<file path="config.mk">
export PLATFORM = sky130hd
export DESIGN_NAME = dl_reg_pipe
export DESIGN_NICKNAME = d
export VERILOG_FILES = /design/src/rtl/dl_reg_pipe.sv
export SDC_FILE = /design/constraint.sdc
export NUM_CORES = 1
export LEC_CHECK = 0
export ABC_AREA = 1
export BUFFER_PORTS_ARGS = -buffer_cell sky130_fd_sc_hd__buf_2
export CORE_MARGIN = 10
export CORE_UTILIZATION = 45
export DETAILED_ROUTE_END_ITERATION = 16
export PLACE_DENSITY = 0.71
export RECOVER_POWER = 100
export SYNTH_ARGS = -nofsm -noshare
export SYNTH_HDL_FRONTEND = slang
export SYNTH_SLANG_ARGS = --single-unit
</file>
<file path="constraint.sdc">
create_clock -name clk -period 3.2 [get_ports clk]
set_input_delay 0.16 -clock clk [delete_from_list [all_inputs] [get_ports clk]]
set_output_delay 0.16 -clock clk [all_outputs]
set_load 0.05 [all_outputs]
</file>
<file path="src/rtl/dl_reg_pipe.sv">
// ---------------------------------------------------------------------------
// dl_reg_pipe: multi-stage pipeline register with per-stage valid bits and a
// valid/ready handshake. Supports backpressure, bubble collapsing, a
// synchronous flush and an occupancy count.
//
// Parameters:
//   NUM_BITS   payload width (>=1)
//   NUM_STAGES number of register stages (>=1), sets fill latency
//   RESET_VAL  payload reset/clear value (used only with the option below)
//   CNT_BITS   derived occupancy-count width (not overridable)
//
// Ports:
//   clk, rst_n        clock (rising edge), async active-low reset
//   flush             synchronous kill of all in-flight entries
//   in_val/in_rdy     upstream handshake, in_data payload
//   out_val/out_rdy   downstream handshake, out_data payload
//   count             number of valid stages, 0..NUM_STAGES
//
// Optional feature macro: DL_REG_PIPE_CLR_DATA_EN
//   defined   : data regs reset/clear to RESET_VAL, out_data=RESET_VAL
//               whenever out_val=0
//   undefined : data regs have no reset/clear; out_data undefined when
//               out_val=0
// ---------------------------------------------------------------------------
module dl_reg_pipe #(
    parameter int unsigned          NUM_BITS   = 32,
    parameter int unsigned          NUM_STAGES = 2,
    parameter logic [NUM_BITS-1:0]  RESET_VAL  = '0,
    localparam int unsigned         CNT_BITS   = $clog2(NUM_STAGES + 1)
) (
    input  logic                clk,
    input  logic                rst_n,
    input  logic                flush,
    input  logic                in_val,
    output logic                in_rdy,
    input  logic [NUM_BITS-1:0] in_data,
    output logic                out_val,
    input  logic                out_rdy,
    output logic [NUM_BITS-1:0] out_data,
    output logic [CNT_BITS-1:0] count
);

    localparam int unsigned LAST = NUM_STAGES - 1;

    logic [NUM_STAGES-1:0] v;
    logic [NUM_STAGES-1:0] adv;
    logic [NUM_STAGES-1:0] free;
    logic [NUM_STAGES-1:0] load_v;
    logic [NUM_BITS-1:0]   d      [NUM_STAGES];
    logic [NUM_BITS-1:0]   load_d [NUM_STAGES];
    logic                  acc;
    logic                  drain;

    // Advance/free chain, resolved from the output side backwards so a
    // stage counts as free when its occupant moves on this same cycle.
    always_comb begin
        adv        = '0;
        free       = '0;
        adv[LAST]  = v[LAST] & out_rdy;
        free[LAST] = ~v[LAST] | adv[LAST];
        for (int i = NUM_STAGES - 2; i >= 0; i--) begin
            adv[i]  = v[i] & free[i+1];
            free[i] = ~v[i] | adv[i];
        end
    end

    assign in_rdy  = free[0] & ~flush;
    assign acc     = in_val & in_rdy;
    assign out_val = v[LAST] & ~flush;
    assign drain   = out_val & out_rdy;

    // What each stage would capture if it is free this cycle.
    always_comb begin
        load_v    = '0;
        load_v[0] = acc;
        load_d[0] = in_data;
        for (int i = 1; i < NUM_STAGES; i++) begin
            load_v[i] = adv[i-1];
            load_d[i] = d[i-1];
        end
    end

    // Valid bits and occupancy count; an empty stage always loads, which
    // collapses bubbles toward the output end.
    always_ff @(posedge clk or negedge rst_n) begin
        if (!rst_n) begin
            v     <= '0;
            count <= '0;
        end else if (flush) begin
            v     <= '0;
            count <= '0;
        end else begin
            for (int i = 0; i < NUM_STAGES; i++) begin
                if (free[i]) begin
                    v[i] <= load_v[i];
                end
            end
            count <= count + CNT_BITS'(acc) - CNT_BITS'(drain);
        end
    end

`ifdef DL_REG_PIPE_CLR_DATA_EN
    // Data regs reset and clear to RESET_VAL; a stage that drains without
    // refill returns to RESET_VAL so idle outputs are deterministic.
    always_ff @(posedge clk or negedge rst_n) begin
        if (!rst_n) begin
            for (int i = 0; i < NUM_STAGES; i++) begin
                d[i] <= RESET_VAL;
            end
        end else if (flush) begin
            for (int i = 0; i < NUM_STAGES; i++) begin
                d[i] <= RESET_VAL;
            end
        end else begin
            for (int i = 0; i < NUM_STAGES; i++) begin
                if (free[i]) begin
                    d[i] <= load_v[i] ? load_d[i] : RESET_VAL;
                end
            end
        end
    end

    // Flush masks out_val in its cycle, so present RESET_VAL then as well.
    assign out_data = flush ? RESET_VAL : d[LAST];
`else
    // Data regs carry no reset and only capture when a valid entry arrives.
    always_ff @(posedge clk) begin
        for (int i = 0; i < NUM_STAGES; i++) begin
            if (free[i] && load_v[i]) begin
                d[i] <= load_d[i];
            end
        end
    end

    assign out_data = d[LAST];

    logic unused_reset_val;
    assign unused_reset_val = ^RESET_VAL;
`endif

`ifndef SYNTHESIS
    // Occupancy count must always equal the number of valid stages.
    count_matches_valid : assert property (
        @(posedge clk) disable iff (!rst_n)
        count == CNT_BITS'($countones(v))
    );
`endif

endmodule

</file>
Word-level counts from Yosys, hierarchy flattened
Memory sizes are Yosys's and may differ from the RTL's. Index checks and enable logic that the tools add are counted. Widths: inputs -> output; s select.

$add $sub $neg: 2. Reductions and logical operators: 4. Divide/modulo/power cells: 0. Multiplexer cells: 8. Bitwise gates (word level): 11. Order comparisons: 0. $mul: 0. Eq/ne operators: 0. Shift-type cells: 0.

Operators by type and width (count): $and 1x1->1 (6); $mux 1 (6); $mux 2 (2); $reduce_bool 2->1 (2); $not 1->1 (3); $add 2x1->2 (1); $logic_and 1x1->1 (2); $or 1x1->1 (2); $sub 2x1->2 (1).

Register bits: 4. Memory bits (writable): 64. Input port bits: 37. Bits in latches: 0. ROM bits: 0. Logic and storage cells: 29. Output and inout port bits: 36. Memories kept: 1.

Memories: d (depth 2, width 32, read ports 2, clocked after memory_dff 0, write ports 2, RTL line 49) `logic [NUM_BITS-1:0] d [NUM_STAGES];`.

Longest topological paths before layout
Gate-level depths: netlist of the first run.

Depth in word-level cells: 9. Mapped depth: 11. Gate-level depth less buffers: 11.

Least setup slack after synthesis of the first run
OpenSTA, ideal clock, no wires.

Path type: reg2reg. Start: register v[1]. End: memory d[1][0], in the netlist d[0][32], enable pin. Library setup time: 0.432 ns. Arrival: 2.019 ns. Required time: 2.768 ns. Clock period less this slack: 2.451 ns. Path buffers: 0. Stages on the path, launching flop included: 2. Path slack: 0.749 ns. Cells stage by stage: dfrtp_1 > a21oi_1.

RTL lines: start, declared (RTL line 45) `logic [NUM_STAGES-1:0] v;`; start signal, assigned by index (RTL line 95) `v[i] <= load_v[i];`; end, declared (RTL line 49).

==> summary.md, run 1 <==
| Metric | Value |
|---|---|
| TNS Setup | 0 ns |
| Max Clk Rate | between 400 and 500 MHz |
| Reg-to-reg endpoint | d[0][47] |
| Syn_area_per_cell | about 19 µm² |
| Clk sink count | 68 |
| Syn Nets | 168 |
| Post-Route WL | 3.90 mm |
| Initial antenna violation count | 0 |
| Clk_skew | 0.00577 ns |
| Synth Cell Area | 2410 µm² |
| First-pass GRT wire length | between 6 and 7 mm |
| CP arrival | 1.95 ns |
| GRT Overall Usage | 0.0922 |
| Rows | 26 |
| DR pass1 iterations | 4 |
| Global routing's busiest layer | met2 |
| RD Place Congestion | around 0.71 |
| Most frequent cell after synthesis | edfxtp_1 |
| Die Width | 93.2 µm |
| Top_reg_cell synth | edfxtp_1 |
| Post-CTS Hold Fix Bufs | 23 |
| Starting density of the core | 0.470 |
| Crit path required time | 3.12 ns |
| Clk slew on worst S/H paths | roughly 0.06 ns |
| Reg2reg start | v[1] |
| Fillers | 424 |
| Hold EP | d[0][13] |
| Vias post-DR | 1139 |
| Post-synth top cells | edfxtp_1, buf_4, inv_1 |
| Number of H-tree levels | 3 |
| Number of synthesized register bits | 68 |
| Hold path start | in_data[13] |
| FF-to-FF path depth | 1 |
| Delay of the slowest cell on the worst path | about 1.2 ns |
| Final setup fails | 0 |
| Yosys cell types | 15 |
| Layout Nets | between 200 and 250 |
| Endpoint class of the critical path | flip-flop |
| Yosys top cell area share | 0.796 |
| PD cells | between 600 and 700 nW/µm² |
| Area of the multi-input gates | 105 µm² |
| Fin. max-slew vios | 33 |
| ANT nets after route | 0 |
| Clk buf depth | 2 |
| Tcrit/Tclk final | 0.633 |
| Slew HR | -0.0853 |
| Vias in the first global route | 1272 |
| Status | finished, violations left |
| Synthesized instance count | 129 |
| RSZ-0062 raised after global routing | false |
| DIE HEIGHT | roughly 93 µm |
| Cell taking the most area after synthesis | edfxtp_1 |
| IO Count | 73 |
| Slowest stage cell, crit path | a21oi_2 |
| Leakage | 1.11 nW |
| Synth area leaders | edfxtp_1, buf_4, dfrtp_1, inv_1, ha_1 |
| Placed Instances | 240 |
| CTS resizes | 0 |
| Failing checks | max-capacitance violations, max-slew violations |
| Residual DRC | 0 |
| Port bufs | 72 |
| Final Hold Viols | 0 |
| Clock latency on the worst-skew pair | 0.33 ns |
| Dpl hpwl | 2.75 mm |
| TritonCTS buffer count | 9 |
| Non-filler instance count after layout | 279 |
| Synth-to-Final Area Change | 23.9% |
| Final instance area | 2990 µm² |
| Post-CTS Setup Inserts | 0 |
| Top cell family by delay on the critical path | compound AO/OA/AOI/OAI gates |
| Layout cells sized above 1 | 0.239 |
| Critical path type | reg2reg |
| Core region area | ~5100 µm² |
| CP Launch Type | flip-flop |
| Internal reg-to-reg setup slack | 1.17 ns |
| Antenna diodes | 0 |
| CTS tree | done |
| HP Class | in2reg |
| Post-synth EDFFs | 64 |
| Met2 Usage GRT | 0.135 |
| Max_cap viols | 1 |
| DR WL/cell | 14.0 µm |
| Grt met1 use | 0.0996 |
| Pin count of the biggest net entering global routing | 34 |
| Worst slew pin tran | 1.63 ns |
| Vias per Instance | 4.08 |
| Worst-path maximum fanout | 32 |
| Hold depth | 1 |
| GRT overflow | 0 |
| M3 GR Usage | 0.0536 |
| Iteration-0 DRC Markers | 29 |
| Worst path bufs/invs | 0 |
| Worst vdd ir | approximately 0.36 mV |
| Area after DPL | ~2600 µm² |
| Async SR Flop Fraction | 0.0588 |
| Ys Warns | 0 |
| Worst-path cell chain | a21oi_2 |
| Sequential area share after synthesis | 0.838 |
| Clock root cell | clkbuf_8 |
| Total die area | roughly 8700 µm² |
| Minimum clock period | 2.03 ns |
| Storage element area | between 2000 and 2500 µm² |
==> cells in the final DEF, fill, tap and decap left out, types with 3 or more instances in the layout <==
master         Yosys  final
a21oi_1            4      3
clkbuf_1           0     42
edfxtp_1          64     64
nor2_1             3      3
clkbuf_8           0      9
dlygate4sd3_1      0     24
dfrtp_1            4      4
buf_2              0     33
inv_1              7      8
nand2_1            4      5
==> per-stage QoR <==
step | hold slack (ns) | util | worst slack (ns) | total power [mW]
2_1_floorplan | -0.136 | - | 0.749 | 1.17
3_3_place_gp | -0.0289 | 0.514 | 1.36 | 1.20
3_5_place_dp | -0.0299 | 0.514 | 1.27 | 1.20
4_1_cts | 0.00176 | 0.592 | 1.25 | 1.85
5_1_grt | 0.00188 | 0.582 | 0.958 | 1.90
6_report | 0.0167 | 0.582 | 1.17 | 1.82
==> worst max path at each step <==
stage | startpoint | to | slack, ns | cells past startpoint
after floorplan | v[1] | d[0][32] | 0.75 | 1
after global placement | v[1] | count[0] | 1.36 | 10
after detailed placement | v[1] | count[1] | 1.27 | 10
after CTS | v[1] | count[1] | 1.25 | 10
after global routing | v[1] | d[0][47] | 0.96 | 1
final | v[1] | d[0][47] | 1.17 | 1
==> area by class of cell <==
cell class              instances  share of cell area
flip-flops and latches         68               0.676
repair buffers                 97               0.187
clock buffers                  12              0.0452
multi-input cells              18              0.0351
well taps                      70              0.0293
inverters                      11              0.0142
clock inverters                 3              0.0130
==> registers in the layout, indices dropped and copies added (netlist names) <==
signal and count:
v 2, count 2, d 64
==> power breakdown <==
part	switching (mW)	internal, mW	total (mW)
registers	0.0103	1.02	1.03
clock network	0.278	0.353	0.630
logic	0.116	0.0477	0.164
total	0.404	1.42	1.82
==> cells by family after synthesis <==
group / after synthesis / synth area share
AOI/OAI and AO/OA: 4 / 0.00829
adders and majority gates: 2 / 0.0104
buffers and inverters: 43 / 0.117
DFF: 68 / 0.838
and+or+nand+nor: 12 / 0.0264
==> metal layers <==
layer | vias up | wire length [µm]
met5 | - | 0
met4 | 0 | 102
met3 | 10 | 493
met2 | 61 | 1750
met1 | 496 | 1560
li1 | 572 | -
Power figures use the tool's default switching activity.
==> run 2, diff against run 1 <==
- PLACE_DENSITY: 0.71 -> 0.74
- clock period: 3.2 -> 1.8 ns (I/O delays scaled with it)
==> summary.md, run 2 (synthesized netlist as in run 1, its figures left out) <==
| Metric | Value |
|---|---|
| Post-Route WL | 4.05 mm (was 3.90 mm) |
| CTS tree | done (unchanged) |
| Leakage | 1.20 nW (was 1.11 nW) |
| DIE HEIGHT | 93.2 µm (unchanged) |
| Vias per Instance | 4.15 (was 4.08) |
| Synth-to-Final Area Change | 32.2% (was 23.9%) |
| Clk slew on worst S/H paths | 0.07 ns (was 0.06 ns) |
| Endpoint class of the critical path | flip-flop (unchanged) |
| Combinational power share | 0.083 (was 0.090) |
| ANT nets after route | 0 (unchanged) |
| Port bufs | 72 (unchanged) |
| Residual DRC | 0 (unchanged) |
| Total chip power | 3.72 mW (was 1.82 mW) |
| Max_cap viols | 0 (was 1) |
| Clk buf depth | 2 (unchanged) |
| Biggest regs | d x64, count x2, v x2 (unchanged) |
| Finished Core Util | 0.621 (was 0.582) |
| Worst-path maximum fanout | 4 (was 32) |
| Fin. max-slew vios | 0 (was 33) |
| Reg power frac | 0.492 (was 0.565) |
| Layout cells sized above 1 | 0.253 (was 0.239) |
| Reg-to-reg endpoint | count[0] (was d[0][47]) |
| RSZ-0062 raised after global routing | false (unchanged) |
| Hold path start | in_val (was in_data[13]) |
| Fillers | 401 (was 424) |
| Antenna diodes | 0 (unchanged) |
| Internal reg-to-reg setup slack | 0.22 ns (was 1.17 ns) |
| Starting density of the core | 0.470 (unchanged) |
| Area of the multi-input gates | 113 µm² (was 105 µm²) |
| Hold depth | 3 (was 1) |
| Worst path bufs/invs | 3 (was 0) |
| Tcrit/Tclk final | 0.876 (was 0.633) |
| First-pass GRT wire length | 6.48 mm (was 6.09 mm) |
| Top cell family by delay on the critical path | adder cells (was compound AO/OA/AOI/OAI gates) |
| Layout Nets | 255 (was 244) |
| Switching power share of the total | 0.203 (was 0.222) |
| Worst-path cell chain | nand3_1 -> nand2_1 -> nor2_4 -> inv_1 -> ha_1 -> inv_1 -> ha_1 -> inv_1 -> nor2_1 (was a21oi_2) |
| Number of H-tree levels | 3 (unchanged) |
| Post-CTS Setup Inserts | 0 (unchanged) |
| HP Class | in2reg (unchanged) |
| Clk_skew | 0.00497 ns (was 0.00577 ns) |
| Slew HR | 0.501 (was -0.0853) |
| DR pass1 iterations | 4 (unchanged) |
| Clk sink count | 68 (unchanged) |
| Final setup fails | 0 (unchanged) |
| CP Launch Type | flip-flop (unchanged) |
| CTS resizes | 0 (unchanged) |
| Slowest stage cell, crit path | dfrtp_1 (was a21oi_2) |
| Total die area | 8690 µm² (unchanged) |
| Hold Slack | 0.0239 ns (was 0.0167 ns) |
| GRT overflow | 0 (unchanged) |
| Status | finished, final reports clean (was finished, violations left) |
| Pin count of the biggest net entering global routing | 33 (was 34) |
| Crit path required time | 2.01 ns (was 3.12 ns) |
| Non-filler instance count after layout | 291 (was 279) |
| Initial antenna violation count | 0 (unchanged) |
| Iteration-0 DRC Markers | 38 (was 29) |
| Worst vdd ir | 0.818 mV (was 0.357 mV) |
| PnR worst setup slack | 0.223 ns (was 1.17 ns) |
| Placed Instances | 241 (was 240) |
| Pre-CTS setup slack | 0.297 ns (was 1.27 ns) |
| DR WL/cell | 13.9 µm (was 14.0 µm) |
| Critical path type | reg2reg (unchanged) |
| Biggest register | d (unchanged) |
| RD Place Congestion | 0.685 (was 0.709) |
| Most used cell along the critical path | inv_1 |
| P_int | 2.97 mW (was 1.42 mW) |
| TritonCTS buffer count | 9 (unchanged) |
| Minimum clock period | 1.58 ns (was 2.03 ns) |
| Commonest non-fill, non-tap cell in the layout | edfxtp_1 (unchanged) |
| Clock root cell | clkbuf_8 (unchanged) |
| Reg2reg start | v[1] (unchanged) |
| Die Width | 93.2 µm (unchanged) |
| Most frequent cells in the layout | edfxtp_1, clkbuf_1, dlygate4sd3_1, buf_2, clkbuf_8 (was edfxtp_1, clkbuf_1, buf_2, dlygate4sd3_1, clkbuf_8) |
| Hold EP | v[0] (was d[0][13]) |
| PD cells | 1170 nW/µm² (was 610 nW/µm²) |
| CP arrival | 1.79 ns (was 1.95 ns) |
| Max Clk Rate | 634 MHz (was 493 MHz) |
| CP Depth | 9 (was 1) |
| IO Count | 73 (unchanged) |
| Final instance area | 3190 µm² (was 2990 µm²) |
| Clock latency on the worst-skew pair | 0.32 ns (was 0.33 ns) |
| Delay of the slowest cell on the worst path | 0.44 ns (was 1.19 ns) |
| Area after DPL | 2660 µm² (was 2640 µm²) |
| Sw power | 0.756 mW (was 0.404 mW) |
| Dpl hpwl | 2.71 mm (was 2.75 mm) |
| Clk pwr share | 0.425 (was 0.346) |
| FF-to-FF path depth | 9 (was 1) |
| Vias post-DR | 1207 (was 1139) |
| Worst slew pin tran | 0.749 ns (was 1.63 ns) |
| Rows | 26 (unchanged) |
| Storage element area | 2020 µm² (unchanged) |
| Core region area | 5140 µm² (unchanged) |
| Max reg flops | 64 (unchanged) |
| Vias in the first global route | 1344 (was 1272) |
| TNS Setup | 0 ns (unchanged) |
| GRT Overall Usage | 0.0969 (was 0.0922) |
| Final Hold Viols | 0 (unchanged) |
[run 2: power by group through the flow]
stage / registers, mW / clock network [mW] / logic [mW]
after floorplan: 1.87 / 0 / 0.198
after global placement: 1.86 / 0 / 0.270
after detailed placement: 1.86 / 0 / 0.273
after CTS: 1.83 / 1.62 / 0.331
after global routing: 1.84 / 1.69 / 0.335
final: 1.83 / 1.58 / 0.311
[run 2: worst max-delay path by stage]
stage	slack [ns]	from	to
floorplan	-0.09	v[1]	count[1]
global placement	0.35	v[1]	count[0]
detailed placement	0.30	v[1]	count[1]
CTS	0.28	v[1]	count[1]
global route	0.10	v[1]	d[0][41]
finish	0.22	v[1]	count[0]
[run 2: area by class of cell]
type,instances,area share
Timing Repair Buffer,108,0.208
Clock buffer,9,0.0388
Inverter,11,0.0133
Clock inverter,7,0.0435
Sequential cell,68,0.633
Multi-Input combinational cell,18,0.0353
Tap cell,70,0.0274
[run 2: per-layer routing]
layer	vias up	GRT usage	routed length [µm]
met2	55	0.153	1990
met3	7	0.0464	364
met5	-	0	0
met1	549	0.103	1640
met4	0	0.0578	48
li1	596	-	-
[run 2: repair_timing]
item	in CTS	in global routing
hold buffers	34	0
setup endpoints to repair	0	0
endpoints found under the hold margin	39	0
[run 2: tightest hold or removal path, stage by stage]
cell      delay [ns]
buf_2           0.10
clkinv_2        0.05
a21oi_1         0.06
==> run 3, diff against run 2 <==
- CORE_ASPECT_RATIO: unset -> 1.25
- PLACE_DENSITY: 0.74 -> 0.71
- clock period: 1.8 -> 1.6 ns (I/O delays scaled with it)
==> summary.md, run 3 (synthesized netlist as in run 1, its figures left out) <==
| Metric | Value |
|---|---|
| PnR worst setup slack | 0.130 ns (was 0.223 ns) |
| DIE HEIGHT | 102 µm (was 93.2 µm) |
| CP arrival | 1.44 ns (was 1.79 ns) |
| Fin. max-slew vios | 0 (unchanged) |
| GRT overflow | 0 (unchanged) |
| Total die area | 8710 µm² (was 8690 µm²) |
| Biggest regs | d x64, count x2, v x2 (unchanged) |
| Worst-path cell chain | clkbuf_1 -> a21oi_4 -> clkbuf_4 (was nand3_1 -> nand2_1 -> nor2_4 -> inv_1 -> ha_1 -> inv_1 -> ha_1 -> inv_1 -> nor2_1) |
| Max reg flops | 64 (unchanged) |
| Port bufs | 72 (unchanged) |
| Combinational power share | 0.097 (was 0.083) |
| Status | finished, final reports clean (unchanged) |
| Storage element area | 2020 µm² (unchanged) |
| Final instance area | 3110 µm² (was 3190 µm²) |
| Clk slew on worst S/H paths | 0.06 ns (was 0.07 ns) |
| Clock latency on the worst-skew pair | 0.32 ns (about the same) |
| Hold depth | 3 (unchanged) |
| Commonest non-fill, non-tap cell in the layout | edfxtp_1 (unchanged) |
| DR pass1 iterations | 4 (unchanged) |
| Leakage | 1.17 nW (was 1.20 nW) |
| DR WL/cell | 15.7 µm (was 13.9 µm) |
| Hold EP | v[0] (unchanged) |
| Pre-CTS setup slack | 0.167 ns (was 0.297 ns) |
| Slew HR | 0.580 (was 0.501) |
| Final setup fails | 0 (unchanged) |
| Core region area | 5150 µm² (was 5140 µm²) |
| HP Class | in2reg (unchanged) |
| TritonCTS buffer count | 9 (unchanged) |
| RD Place Congestion | 0.625 (was 0.685) |
| Clk buf depth | 2 (unchanged) |
| GRT Overall Usage | 0.101 (was 0.0969) |
| Post-CTS Setup Inserts | 0 (unchanged) |
| CP Launch Type | flip-flop (unchanged) |
| Iteration-0 DRC Markers | 60 (was 38) |
| Number of H-tree levels | 3 (unchanged) |
| Worst slew pin tran | 0.633 ns (was 0.749 ns) |
| CTS tree | done (unchanged) |
| Vias per Instance | 4.25 (was 4.15) |
| Synth-to-Final Area Change | 28.9% (was 32.2%) |
| Clk pwr share | 0.342 (was 0.425) |
| PD cells | 1180 nW/µm² (was 1170 nW/µm²) |
| RSZ-0062 raised after global routing | false (unchanged) |
| Post-CTS Hold Fix Bufs | 34 (unchanged) |
| Internal reg-to-reg setup slack | 0.13 ns (was 0.22 ns) |
| Initial antenna violation count | 0 (unchanged) |
| Tcrit/Tclk final | 0.919 (was 0.876) |
| IO Count | 73 (unchanged) |
| Rows | 29 (was 26) |
| Dpl hpwl | 2.94 mm (was 2.71 mm) |
| Clk_skew | 0.00625 ns (was 0.00497 ns) |
| P_int | 2.86 mW (was 2.97 mW) |
| Max_cap viols | 0 (unchanged) |
| Starting density of the core | 0.468 (was 0.470) |
| Fillers | 425 (was 401) |
| Slowest stage cell, crit path | clkbuf_4 (was dfrtp_1) |
| Clock root cell | clkbuf_8 (unchanged) |
| First-pass GRT wire length | 6.60 mm (was 6.48 mm) |
| Die Width | 85.5 µm (was 93.2 µm) |
| Delay of the slowest cell on the worst path | 0.42 ns (was 0.44 ns) |
| Post-Route WL | 4.43 mm (was 4.05 mm) |
| Worst-path maximum fanout | 32 (was 4) |
| Residual DRC | 0 (unchanged) |
| Non-filler instance count after layout | 283 (was 291) |
| Vias in the first global route | 1294 (was 1344) |
| Reg2reg start | v[1] (unchanged) |
| Minimum clock period | 1.47 ns (was 1.58 ns) |
| Layout cells sized above 1 | 0.258 (was 0.253) |
| Endpoint class of the critical path | flip-flop (unchanged) |
| Switching power share of the total | 0.222 (was 0.203) |
| Area of the multi-input gates | 120 µm² (was 113 µm²) |
| Most frequent cells in the layout | edfxtp_1, clkbuf_1, buf_2, dlygate4sd3_1, clkbuf_8 (was edfxtp_1, clkbuf_1, dlygate4sd3_1, buf_2, clkbuf_8) |
| Sw power | 0.815 mW (was 0.756 mW) |
| Worst vdd ir | 0.669 mV (was 0.818 mV) |
| Clk sink count | 68 (unchanged) |
| Vias post-DR | 1202 (was 1207) |
| Crit path required time | 1.57 ns (was 2.01 ns) |
| Layout Nets | 256 (was 255) |
| CTS resizes | 0 (unchanged) |
| Antenna diodes | 0 (unchanged) |
| Hold path start | in_val (unchanged) |
| Pin count of the biggest net entering global routing | 33 (unchanged) |
| TNS Setup | 0 ns (unchanged) |
| Placed Instances | 234 (was 241) |
| FF-to-FF path depth | 3 (was 9) |
| Reg-to-reg endpoint | d[0][45] (was count[0]) |
| Biggest register | d (unchanged) |
| Critical path type | reg2reg (unchanged) |
| Area after DPL | 2660 µm² (about the same) |
| Final Hold Viols | 0 (unchanged) |
| Total chip power | 3.67 mW (was 3.72 mW) |
| Max Clk Rate | 680 MHz (was 634 MHz) |
| ANT nets after route | 0 (unchanged) |
| Reg power frac | 0.561 (was 0.492) |
run 3: layer usage:
metal,up-vias,track usage,part of all wire
li1,599,-,-
met1,555,0.105,0.38
met2,42,0.161,0.54
met3,6,0.0462,0.073
met4,0,0.0685,0.016
met5,-,0,0
run 3: power by group through the flow:
stage / Combinational [mW] / Sequential (mW) / Clock [mW]
finish: 0.356 / 2.06 / 1.26
global route: 0.381 / 2.07 / 1.36
CTS: 0.378 / 2.06 / 1.29
detailed placement: 0.312 / 2.10 / 0
global placement: 0.305 / 2.09 / 0
floorplan: 0.223 / 2.11 / 0
run 3: worst max path at each step:
stage | from | end | slack [ns] | depth (start not counted)
5_1_grt | v[1] | count[1] | 0.01 | 9
2_1_floorplan | v[1] | count[1] | -0.29 | 9
6_report | v[1] | d[0][45] | 0.13 | 3
4_1_cts | flush | count[1] | 0.13 | 12
3_3_place_gp | v[1] | count[0] | 0.20 | 9
3_5_place_dp | v[1] | count[1] | 0.17 | 10
run 3: final cells by class:
type	count	share of cell area
Inverter	11	0.0137
Timing Repair Buffer	109	0.217
Tap cell	62	0.0249
Sequential cell	68	0.650
Clock buffer	12	0.0434
Clock inverter	3	0.0125
Multi-Input combinational cell	18	0.0386
run 3: worst max-delay path, delay by kind of cell, from the launching register on:
family                 cells  cell delay [ns]
AO/OA/AOI/OAI              1             0.14
flip-flops                 1             0.40
buffers and inverters      2             0.57
run 3: through the flow:
stage,utilization,hold WS (ns)
2_1_floorplan,-,-0.216
3_3_place_gp,0.516,-0.110
3_5_place_dp,0.516,-0.106
4_1_cts,0.616,0.00798
5_1_grt,0.604,0.0192
6_report,0.604,0.0212
